File: src/rtl/up_counter_pkg.sv
// Shared defaults and helpers for the up_counter_design slice.
package up_counter_pkg;

  localparam int COUNT_W_DEF = 4;
  localparam int WRAP_W_DEF  = 8;

  // Increment that sticks at the all-ones value of a width-bit field.
  function automatic logic [31:0] inc_sat(input logic [31:0] value, input int unsigned width);
    logic [31:0] all_ones;
    if (width >= 32'd32) begin
      all_ones = 32'hFFFF_FFFF;
    end else begin
      all_ones = (32'd1 << width) - 32'd1;
    end
    if (value >= all_ones) begin
      inc_sat = all_ones;
    end else begin
      inc_sat = value + 32'd1;
    end
  endfunction

endpackage

File: src/rtl/up_counter_wrap_tracker.sv
// Saturating event counter that tallies counter wraps since the last reset.
module up_counter_wrap_tracker
  import up_counter_pkg::*;
#(
  parameter int WRAP_W = WRAP_W_DEF
) (
  input  logic              clk,
  input  logic              reset,
  input  logic              wrap_evt,
  output logic [WRAP_W-1:0] wrap_cnt
);

  logic [WRAP_W-1:0] wrap_cnt_d;
  logic [WRAP_W-1:0] wrap_cnt_q;

  // Next tally: bump on each wrap event, holding once all-ones is reached.
  always_comb begin
    wrap_cnt_d = wrap_cnt_q;
    if (wrap_evt) begin
      wrap_cnt_d = WRAP_W'(inc_sat(32'(wrap_cnt_q), WRAP_W));
    end else begin
      wrap_cnt_d = wrap_cnt_q;
    end
  end

  // Tally register with synchronous reset.
  always_ff @(posedge clk) begin
    if (reset) begin
      wrap_cnt_q <= {WRAP_W{1'b0}};
    end else begin
      wrap_cnt_q <= wrap_cnt_d;
    end
  end

  assign wrap_cnt = wrap_cnt_q;

endmodule

File: src/rtl/up_counter_design.sv
// Free-running modulo-(MAX_VALUE+1) up counter with terminal-count flag and wrap tally.
// Define UP_COUNTER_SAT_EN to make the counter hold at MAX_VALUE instead of wrapping.
module up_counter_design
  import up_counter_pkg::*;
#(
  parameter int               WIDTH     = COUNT_W_DEF,
  parameter logic [WIDTH-1:0] MAX_VALUE = {WIDTH{1'b1}},
  parameter int               WRAP_W    = WRAP_W_DEF
) (
  input  logic              clk,
  input  logic              reset,
  output logic [WIDTH-1:0]  count,
  output logic              tc,
  output logic [WRAP_W-1:0] wrap_cnt
);

  logic [WIDTH-1:0] count_d;
  logic [WIDTH-1:0] count_q;
  logic             tc_s;
  logic             wrap_evt_s;

  // Next count, terminal-count decode and wrap event (reset suppresses the event).
  always_comb begin
    tc_s       = (count_q == MAX_VALUE);
    count_d    = count_q;
    wrap_evt_s = 1'b0;
`ifdef UP_COUNTER_SAT_EN
    if (tc_s) begin
      count_d = count_q;
    end else begin
      count_d = count_q + WIDTH'(1'b1);
    end
`else
    if (tc_s) begin
      count_d    = {WIDTH{1'b0}};
      wrap_evt_s = ~reset;
    end else begin
      count_d    = count_q + WIDTH'(1'b1);
      wrap_evt_s = 1'b0;
    end
`endif
  end

  // Count register with synchronous reset.
  always_ff @(posedge clk) begin
    if (reset) begin
      count_q <= {WIDTH{1'b0}};
    end else begin
      count_q <= count_d;
    end
  end

  up_counter_wrap_tracker #(
    .WRAP_W (WRAP_W)
  ) u_wrap_tracker (
    .clk      (clk),
    .reset    (reset),
    .wrap_evt (wrap_evt_s),
    .wrap_cnt (wrap_cnt)
  );

  assign count = count_q;
  assign tc    = tc_s;

endmodule

File: config.mk
export PLATFORM = sky130hd
export DESIGN_NAME = up_counter_design
export DESIGN_NICKNAME = d
export VERILOG_FILES = /design/src/rtl/up_counter_pkg.sv /design/src/rtl/up_counter_wrap_tracker.sv /design/src/rtl/up_counter_design.sv
export SDC_FILE = /design/constraint.sdc
export NUM_CORES = 1
export LEC_CHECK = 0
export BUFFER_PORTS_ARGS = -buffer_cell sky130_fd_sc_hd__buf_4
export CORE_MARGIN = 4
export CORE_UTILIZATION = 41
export DETAILED_ROUTE_END_ITERATION = 6
export GPL_ROUTABILITY_DRIVEN = 1
export PLACE_DENSITY = 0.75
export SLEW_MARGIN = 5
export SYNTH_ARGS = -nofsm -noshare
export SYNTH_HDL_FRONTEND = slang
export SYNTH_HIERARCHICAL = 1
export SYNTH_SLANG_ARGS = --single-unit
File: constraint.sdc
create_clock -name clk -period 1.55 [get_ports clk]
set_clock_uncertainty 0.05 [all_clocks]
set_input_delay 0.2325 -clock clk [delete_from_list [all_inputs] [get_ports clk]]
set_output_delay 0.2325 -clock clk [all_outputs]
set_load 0.01 [all_outputs]
==> reports/results.ini <==
[run_status]
outcome = finished, final reports clean

[floorplanning]
io_pins = 15
fp.coreArea_mm2 = 0.001301
rows = 13
dieArea_mm2 = 0.002060
initial_core_util_pct = 44.04
die_h_um = 45.39
die_x_um = 45.39

[synth]
seq_area_frac_synth_pct = 41.92
synth_seq_cells = 12
syn_area_per_cell_um2 = 9.880
synth_top_family_by_area = simple AND/OR/NAND/NOR gates
synth-adder-area-share_pct = 4.367
syn_inst = 58
synth_top_cell_by_area = dfxtp_1
netlist_top_cells_area = dfxtp_1 (42%), a21oi_1 (6.1%), a311oi_1 (4.6%), ha_1 (4.4%), nand4_4 (3.7%)
synth-compound-area-share_pct = 20.96
syn-cell-area_um2 = 573.1
synth_fp_nets = 62
netlist.area_leader.share_pct = 41.92
synthMuxAreaShare_pct = 0
yosysWarnings = 6
ys_types = 28
synth_xor_xnor_area_share_pct = 3.057
synth_simple_gate_area_share_pct = 22.93

[clocking]
clk_pin_slew_worst_paths_ps = 80
clk-insertion-delay-late_ps = 260
cts_tree = yes
holdBufCountCts = 0
cts_buffer_depth = 2
numCtsBuffers = 3
root_buffer = clkbuf_4
htree_num_levels = 1
clkSinkCount = 12

[cells_and_area]
num-fill-cells = 119
layout_common_cells = buf_4 (22), dfxtp_1 (10), a21oi_1 (6)
diodes = 0
nets = 85
final_cells = 95
multiInputGateArea_um2 = 326.6
seqCellArea_um2 = 247.7
drive_gt1_share_pct = 50.00
mostFrequentLayoutCell = buf_4
area_growth_pct = 40.61

[sta]
min_period_over_period_pct = 98.98
setup_viol = 0
maxSlewHeadroom_pct = 77.83
whs_ps = 183.1
finalCriticalPeriod_ps = 1534
worst_slew_pin_slew_ps = 332.1
finalMaxSlewViolations = 0
rsz0062_at_grt = yes
hold_viol = 0
fmaxAchievable_mhz = 651.8
setup_ws_ps = 15.74

[worst_setup_path]
path_common_cell = and3_4
crit_path_top_delay_cell = dfxtp_4
cp.arrival_ps = 1660
worstSetupEndpointType = flip-flop
worst-path-buf-inv = 0
crit_type = reg -> reg
cpLargestDelayFamily = simple AND/OR/NAND/NOR gates
crit_fanout = 8
worstPathRequired_ps = 1670
crit_path_start_kind = flip-flop
crit_chain = ha_4 > and3_4 > and2b_2 > and3_4 > a21oi_1 > a311oi_1
slowest_delay_ps = 370

[power]
p_per_area_mw_per_mm2 = 758.5
finalPower_uw = 611.2
vdd_ir_drop_max_mv = 0.4965
leakagePower_uw = 0.0003364

[drt]
antenna_left = 0
wl_per_cell_um = 13.97
drtIter0Drc = 17
vias_per_cell = 5.611
drt-pass1-iter-count = 4
drc = 0
num_vias = 533
wirelength_um = 1327

[place]
place.port_buffers = 14
dpl_worst_slack_ps = 6.653
place_inst = 91
place_hpwl_um = 980.3
gp_congestion = 0.7969

[global_route]
grt_max_degree = 14
grt_pass1_wl_um = 2201
gr-total-overflow = 0
antenna_found_initial = 0
grt_pass1_vias = 515
track_usage_pct = 14.70

[flow_run]
drv_cap = 0

[min_path]
hold_class = in -> reg

==> through the flow <==
step	TNS, ps	util, %	area, um^2
final	0	61.92	805.8
after global routing	-92.87	61.92	805.8
after CTS	0	61.35	798.3
after detailed placement	0	58.46	760.7
after global placement	0	58.46	760.7
after floorplan	-245.6	-	608.1
==> area by class of cell <==
type                            count  share of cell area [%]
Inverter                            3                   1.398
Tap cell                           15                   2.329
Clock buffer                        4                   4.503
Sequential cell                    12                   30.75
Multi-Input combinational cell     39                   40.53
Timing Repair Buffer               22                   20.50
==> timing repair <==
item / CTS / global route
buffers inserted: 0 / 0
setup endpoints to repair: 1 / 5
gates resized for setup: 1 / 3
pin swaps: 1 / 3
==> report_power, final <==
part           total [uW]  switching, uW  internal (uW)
combinational        44.4           20.0           24.4
clock                 245            102            142
sequential            322           7.44            315
==> synth_stat cells <==
library cell / n
dfxtp_1: 12
nand2_1: 2
and3_4: 1
a311oi_1: 3
and3_2: 1
nor3b_2: 1
a311oi_2: 1
nor3_1: 2
o2111a_1: 1
o21bai_1: 1
nand4b_1: 1
buf_6: 1
buf_2: 1
buf_1: 1
xnor2_1: 2
a21oi_1: 7
and2b_1: 1
nand3_1: 2
and4_1: 2
ha_1: 2
and3_1: 1
a211oi_1: 1
nor2_1: 3
nand4_4: 1
buf_4: 1
inv_1: 3
a31oi_1: 2
o21ai_0: 1
==> sequential cells by signal, indices dropped and copies added, names as in the netlist <==
name / cells
u_wrap_tracker/wrap_cnt: 8
count: 4
==> final timing paths <==
kind	start	end	slack, ps	cells past startpoint
min	reset	count[1]	180	2
max reg2reg	count[1]	u_wrap_tracker/wrap_cnt[6]	20	6
min reg2reg	count[3]	count[3]	470	2
max	count[1]	u_wrap_tracker/wrap_cnt[6]	20	6
==> metal layers <==
layer | GRT usage (%) | vias to the layer above | part of all wire, %
met5 | 0 | - | 0
met4 | 5.263 | 0 | 0.75
met3 | 3.557 | 2 | 5.7
met2 | 23.40 | 16 | 47
met1 | 19.13 | 252 | 47
li1 | - | 263 | -
==> cells by family (layout without fill, tap and decap cells) <==
kind of cell,after synthesis,after routing
flops,12,12
simple gates,18,18
xor+xnor,2,2
fa+ha+maj,2,2
buf+inv,7,29
compound gates,17,17
No activity file was read; power rests on OpenSTA's default activity.
